`config.mk`:
```
export PLATFORM = sky130hd
export DESIGN_NAME = fetch_ctrl
export DESIGN_NICKNAME = d
export VERILOG_FILES = /design/src/rtl/fetch_ctrl.sv
export SDC_FILE = /design/constraint.sdc
export NUM_CORES = 1
export LEC_CHECK = 0
export ABC_AREA = 1
export CAP_MARGIN = 20
export CORE_MARGIN = 3
export CORE_UTILIZATION = 50
export CTS_CLUSTER_DIAMETER = 50
export CTS_CLUSTER_SIZE = 24
export DETAILED_ROUTE_END_ITERATION = 16
export DONT_BUFFER_PORTS = 1
export PLACE_DENSITY = 0.66
export SLEW_MARGIN = 30
export SYNTH_ARGS = -nofsm -noshare
export SYNTH_HDL_FRONTEND = slang
export SYNTH_SLANG_ARGS = --single-unit
```
`constraint.sdc`:
```
create_clock -name clk -period 2.5 [get_ports clk]
set_clock_uncertainty 0.05 [all_clocks]
set_input_delay 0.625 -clock clk [delete_from_list [all_inputs] [get_ports clk]]
set_output_delay 0.625 -clock clk [all_outputs]
set_load 0.02 [all_outputs]
```
`src/rtl/fetch_ctrl.sv`:
```
// Program-counter sequencer for the 9-bit CPU: drives the ROM address, presents the
// fetched word to decode in the same cycle, applies stall/jump/branch redirects, and stops on the halt opcode.
module fetch_ctrl #(
  parameter int             D          = 12,
  parameter logic [D-1:0]   START_ADDR = '0,
  parameter logic [8:0]     HALT_CODE  = 9'b111111111,
  parameter int             OFS_W      = 8,
  parameter int             CNT_W      = 16
) (
  input  logic             clk,
  input  logic             reset,
  input  logic             start,
  input  logic             stall,
  input  logic             jump_en,
  input  logic [D-1:0]     jump_addr,
  input  logic             branch_en,
  input  logic [OFS_W-1:0] branch_ofs,
  input  logic [8:0]       mach_code,
  output logic [D-1:0]     prog_ctr_out,
  output logic [8:0]       instr,
  output logic             instr_valid,
  output logic             busy,
  output logic             done,
  output logic [CNT_W-1:0] cycle_count
);

  typedef enum logic [1:0] {S_IDLE, S_RUN, S_HALT} state_t;

  localparam logic [D-1:0]     PC_ONE  = 1;
  localparam logic [CNT_W-1:0] CNT_ONE = 1;

  state_t           r_state, w_state_nxt;
  logic [D-1:0]     r_pc, w_pc_nxt;
  logic             r_done, w_done_nxt;
  logic [CNT_W-1:0] r_cnt, w_cnt_nxt;

  logic             w_is_halt;
  logic [D-1:0]     w_ofs_ext;
  logic [CNT_W-1:0] w_cnt_inc;

  assign w_is_halt = (mach_code == HALT_CODE);
  // Offset is sign-extended to the PC width so negative branches wrap modulo the ROM size.
  assign w_ofs_ext = {{(D-OFS_W){branch_ofs[OFS_W-1]}}, branch_ofs};
  assign w_cnt_inc = (r_cnt == {CNT_W{1'b1}}) ? r_cnt : r_cnt + CNT_ONE;

  always_ff @(posedge clk) begin
    if (reset) begin
      r_state <= S_IDLE;
      r_pc    <= START_ADDR;
      r_done  <= 1'b0;
      r_cnt   <= '0;
    end else begin
      r_state <= w_state_nxt;
      r_pc    <= w_pc_nxt;
      r_done  <= w_done_nxt;
      r_cnt   <= w_cnt_nxt;
    end
  end

  always_comb begin
    w_state_nxt = r_state;
    w_pc_nxt    = r_pc;
    w_done_nxt  = r_done;
    w_cnt_nxt   = r_cnt;
    case (r_state)
      S_IDLE, S_HALT: begin
        if (start) begin
          w_state_nxt = S_RUN;
          w_pc_nxt    = START_ADDR;
          w_done_nxt  = 1'b0;
          w_cnt_nxt   = '0;
        end
      end
      S_RUN: begin
        // Every RUN cycle counts, including stalls and the halt cycle itself.
        w_cnt_nxt = w_cnt_inc;
        if (stall) begin
          w_pc_nxt = r_pc;
        end else if (w_is_halt) begin
          w_state_nxt = S_HALT;
          w_done_nxt  = 1'b1;
        end else if (jump_en) begin
          w_pc_nxt = jump_addr;
        end else if (branch_en) begin
          w_pc_nxt = r_pc + w_ofs_ext;
        end else begin
          w_pc_nxt = r_pc + PC_ONE;
        end
      end
      default: begin
        w_state_nxt = S_IDLE;
      end
    endcase
  end

  assign prog_ctr_out = r_pc;
  assign instr_valid  = (r_state == S_RUN);
  assign busy         = (r_state == S_RUN);
  assign instr        = (r_state == S_RUN) ? mach_code : 9'b0;
  assign done         = r_done;
  assign cycle_count  = r_cnt;

endmodule

```
[Yosys cells after proc, flatten, opt, wreduce, memory -nomap -nowiden]
Cells that the tools add are included.
Operators by class
  $add $sub $neg: 3
  eq/ne operators: 9
  multiplexer cells: 18
  reductions and logical operators: 7
Operator list (number)
  2-to-1 mux 12 bit: 5
  2-to-1 mux 16 bit: 2
  one-hot mux 16 bit (2 select lines): 1
  one-hot mux 12 bit (2 select lines): 1
  adder 16 x 1 -> 16 bit, second input constant: 1
  equality test 16 bit, second input constant: 1
  adder 12 x 1 -> 12 bit, second input constant: 1
  adder 12 bit: 1
  equality test 9 bit, second input constant: 1
  2-to-1 mux 9 bit: 1
  != test 2 bit, second input constant: 4
  AND reduction 4 bit: 2
  2-to-1 mux 2 bit: 3
  AND reduction 3 bit: 2
  one-hot mux 2 bit (2 select lines): 1
  2-to-1 mux 1 bit: 3
  equality test 2 x 1 -> 1 bit, second input constant: 1
  equality test 2 bit, second input constant: 1
  zero test 2 bit: 1
  != test 2 x 1 -> 1 bit, second input constant: 1
  one-hot mux 1 bit (2 select lines): 1
  nonzero test 2 bit: 1
  OR reduction 2 bit: 1
Word-level totals
  register bits: 31
  input port bits: 35
  output and inout bits: 40
  logic and storage cells: 41

[Longest topological paths before layout]
  word-level depth: 6
  depth in mapped cells: 14
  gate-level depth less buffers: 14

[Worst setup path before layout]
OpenSTA, ideal clock, no wires.
  kind: input -> register
  from: input port branch_en
  to: register r_pc[10] (netlist: prog_ctr_out[10])
  library setup time: 0.132 ns
  arrival: 1.997 ns
  required time: 2.318 ns
  slack: 0.321 ns
  stages on the path: 13
  path buffers: 1
  path through: buf_2 -> nand2_1 -> ha_1 -> inv_1 -> fa_1 -> inv_1 -> nand2_1 -> nand3_1 -> nand3_1 -> nand3_1 -> nand3_1 -> nand2_1 -> a21oi_1
On the way
  cells in the longest elaborated chain, start to end: 5
Ends and longest elaborated chain
  start: declaration: RTL line 16  | input logic branch_en,
  2-to-1 mux 12 bit: RTL line 84  | end else if (branch_en) begin
  2-to-1 mux 12 bit: RTL line 82  | end else if (jump_en) begin
  2-to-1 mux 12 bit: RTL line 79  | end else if (w_is_halt) begin
  2-to-1 mux 12 bit: RTL line 77  | if (stall) begin
  one-hot mux 12 bit (2 select lines): RTL line 65  | case (r_state)
  end signal: assignment: RTL line 54  | r_pc <= w_pc_nxt;
  end: declaration: RTL line 33  | logic [D-1:0] r_pc, w_pc_nxt;
Every way passes these cells. The select of a mux whose other input is x is not followed.
A chain may end at the register's enable or synchronous reset.

[Final worst setup path]
  from: register r_state[0]
  to: output port instr[0]
On the way
  cells in the longest elaborated chain, start to end: 2
Ends and longest elaborated chain
  start: declaration: RTL line 32  | state_t r_state, w_state_nxt;
  start signal: assignment: RTL line 53  | r_state <= w_state_nxt;
  equality test 2 x 1 -> 1 bit: RTL line 99  | assign instr = (r_state == S_RUN) ? mach_code : 9'b0;
  2-to-1 mux 9 bit: RTL line 99
  end: declaration: RTL line 20  | output logic [8:0] instr,
Every way passes these cells.

==> results.sh <==
export IMPL_start_util=0.544
export IMPL_syn_inst=381
export IMPL_nets=432
export IMPL_antenna_cells=0
export IMPL_holdWs_ns=0.343
export IMPL_tightest_slew_ns=0.527
export IMPL_synth_warnings=0
export IMPL_clockBufferDepth=2
export IMPL_hold_depth=1
export IMPL_min_from="reset"
export IMPL_p_seq_frac=0.470
export IMPL_grt_use_total=0.218
export IMPL_max_slew_margin=0.648
export IMPL_rr_startpoint="cycle_count[1]"
export IMPL_clk_pin_slew_ns=0.07
export IMPL_root_buffer="clkbuf_8"
export IMPL_die_h_um=73.4
export IMPL_power_share_clock=0.351
export IMPL_finalSetupTns_ns=0
export IMPL_antenna_found_initial=0
export IMPL_dieArea_um2=5380
export IMPL_dp_hpwl_mm=4.27
export IMPL_final_period_utilization=0.846
export IMPL_die_x_um=73.4
export IMPL_cts_hold_buf=0
export IMPL_first_iter_violations=93
export IMPL_htree_levels=2
export IMPL_syn_avg_cell_area_um2=5.96
export IMPL_gp_congestion=0.829
export IMPL_r2r_end="cycle_count[8]"
export IMPL_fin_util=0.583
export IMPL_grt_max_degree=23
export IMPL_fin_area_um2=2430
export IMPL_post_place_ws_ns=0.310
export IMPL_postCtsResizedCells=0
export IMPL_pin_count=75
export IMPL_portBuffers=0
export IMPL_vias_per_cell=5.18
export IMPL_synthDistinctLibCells=31
export IMPL_synthTopCellsByArea="dfxtp_1, nand2_1, inv_1"
export IMPL_final_cell_mix="nand2_1, inv_1, nor2_1"
export IMPL_wl_per_cell_um=12.4
export IMPL_end_kind="output port"
export IMPL_yosysTopAreaCell="dfxtp_1"
export IMPL_drtAntennaViolNets=0
export IMPL_vias=2273
export IMPL_mostFrequentLayoutCell="nand2_1"
export IMPL_cp_arrival_ns=1.44
export IMPL_internal_power_uw=762
export IMPL_synth_seq_area_share=0.273
export IMPL_min_period_ns=2.12
export IMPL_hold_end="prog_ctr_out[0]"
export IMPL_slew_viol_final=0
export IMPL_clk_latency_ns=0.29
export IMPL_setup_viol=0
export IMPL_peakVddDrop_mv=0.288
export IMPL_drt_pass1_iterations=4
export IMPL_timing_fmax_mhz=473
export IMPL_synth_area_um2=2270
export IMPL_run_status="finished, final reports clean"
export IMPL_worstPathRequired_ns=1.82
export IMPL_maxCapViolations=0
export IMPL_ff2ff_path_depth=9
export IMPL_switchingPower_uw=378
export IMPL_drive_gt1_frac=0.0848
export IMPL_first_global_vias=2126
export IMPL_hold_class="primary input to register"
export IMPL_power_leakage_nw=1.19
export IMPL_clkSinkCount=31
export IMPL_rsz0062_at_grt="no"
export IMPL_cp_start_kind="register"
export IMPL_row_count=23
export IMPL_r2r_slack_ns=0.46
export IMPL_cellPowerDensity_nw_per_um2=469
export IMPL_cts_setup_buffers=0
export IMPL_cts_tree="yes"
export IMPL_worst_slack_ns=0.384
export IMPL_overflow=0
export IMPL_combPwrFrac=0.179
export IMPL_grt_pass1_wl_mm=9.25
export IMPL_p_sw_frac=0.332
export IMPL_cts_buffers=5
export IMPL_critPathMaxFanout=16
export IMPL_synthToLayoutAreaGrowth_pct=7.17
export IMPL_syn_num_nets=425
export IMPL_place_area_um2=2350
export IMPL_finalWirelength_mm=5.45
export IMPL_drc=0
export IMPL_synth_seq_cells=31
export IMPL_synth_top_area_frac=0.273
export IMPL_core_area_um2=4170
export IMPL_timing_final_hold_violations=0
export IMPL_path_class="register to output port"
-- through the flow --
step | std cells | power [mW]
2_1_floorplan | 381 | 0.724
3_3_place_gp | 431 | 0.753
3_5_place_dp | 431 | 0.754
4_1_cts | 439 | 1.15
5_1_grt | 439 | 1.21
6_report | 439 | 1.14
-- cells by family (layout without fill, tap and decap cells) --
logic type,count (synthesis),in the layout,synth area share
compound gates,47,47,0.117
flops,31,31,0.273
simple gates,214,214,0.396
buf+inv,70,78,0.122
xor+xnor,10,10,0.0386
fa+ha+maj,9,9,0.0529
-- sequential cells by signal, indices dropped and copies added (netlist names) --
register and count:
done 1, r_state 2, cycle_count 16, prog_ctr_out 12
-- area by class of cell --
| type | instances | area [um^2] |
|---|---|---|
| multi-input combinational | 280 | 1370 |
| clock inverter | 3 | 15.0 |
| tap | 50 | 62.6 |
| inverter | 62 | 233 |
| timing repair buffer | 8 | 60.1 |
| clock buffer | 5 | 68.8 |
| fill | 439 | 1740 |
| sequential | 31 | 621 |
-- worst max-delay path: stages, from the launching register on --
cell and delay, ns:
dfxtp_1 0.40, nand2_1 0.33, nor2_1 0.43
-- power by group through the flow --
stage / clock network [mW] / logic [mW] / registers, mW
floorplan: 0 / 0.177 / 0.547
global placement: 0 / 0.205 / 0.548
detailed placement: 0 / 0.206 / 0.548
CTS: 0.409 / 0.207 / 0.537
global route: 0.434 / 0.238 / 0.539
finish: 0.400 / 0.204 / 0.536
-- Yosys cell counts --
master and n:
nand2_1 113, inv_1 58, nor2_1 53, dfxtp_1 31
a21oi_1 29, nand3_1 25, o21ai_0 9, ha_1 8
xor2_1 7, nand4_1 6, nor3_1 5, clkbuf_1 4
inv_2 4, nand2_2 3, nor2_2 3, xnor2_1 3
a21oi_2 2, buf_2 2, nand3_2 2, nand3b_1 2
o2111ai_1 2, a211oi_1 1, a211oi_2 1, a21boi_0 1
a31oi_1 1, buf_4 1, buf_6 1, fa_1 1
nor3_2 1, o22ai_1 1, or2_2 1
-- per-layer routing --
| layer | GRT usage | share of wire |
|---|---|---|
| met1 | 0.249 | 0.42 |
| met2 | 0.381 | 0.48 |
| met3 | 0.0698 | 0.077 |
| met4 | 0.0765 | 0.016 |
| met5 | 0 | 0 |
-- worst max path at each step --
stage	from	to
3_5_place_dp	branch_ofs[0]	prog_ctr_out[10]
2_1_floorplan	branch_en	prog_ctr_out[10]
6_report	r_state[0]	instr[0]
4_1_cts	r_state[0]	instr[0]
3_3_place_gp	branch_ofs[0]	prog_ctr_out[10]
5_1_grt	r_state[0]	instr[3]
No activity file was read; power rests on OpenSTA's default activity.
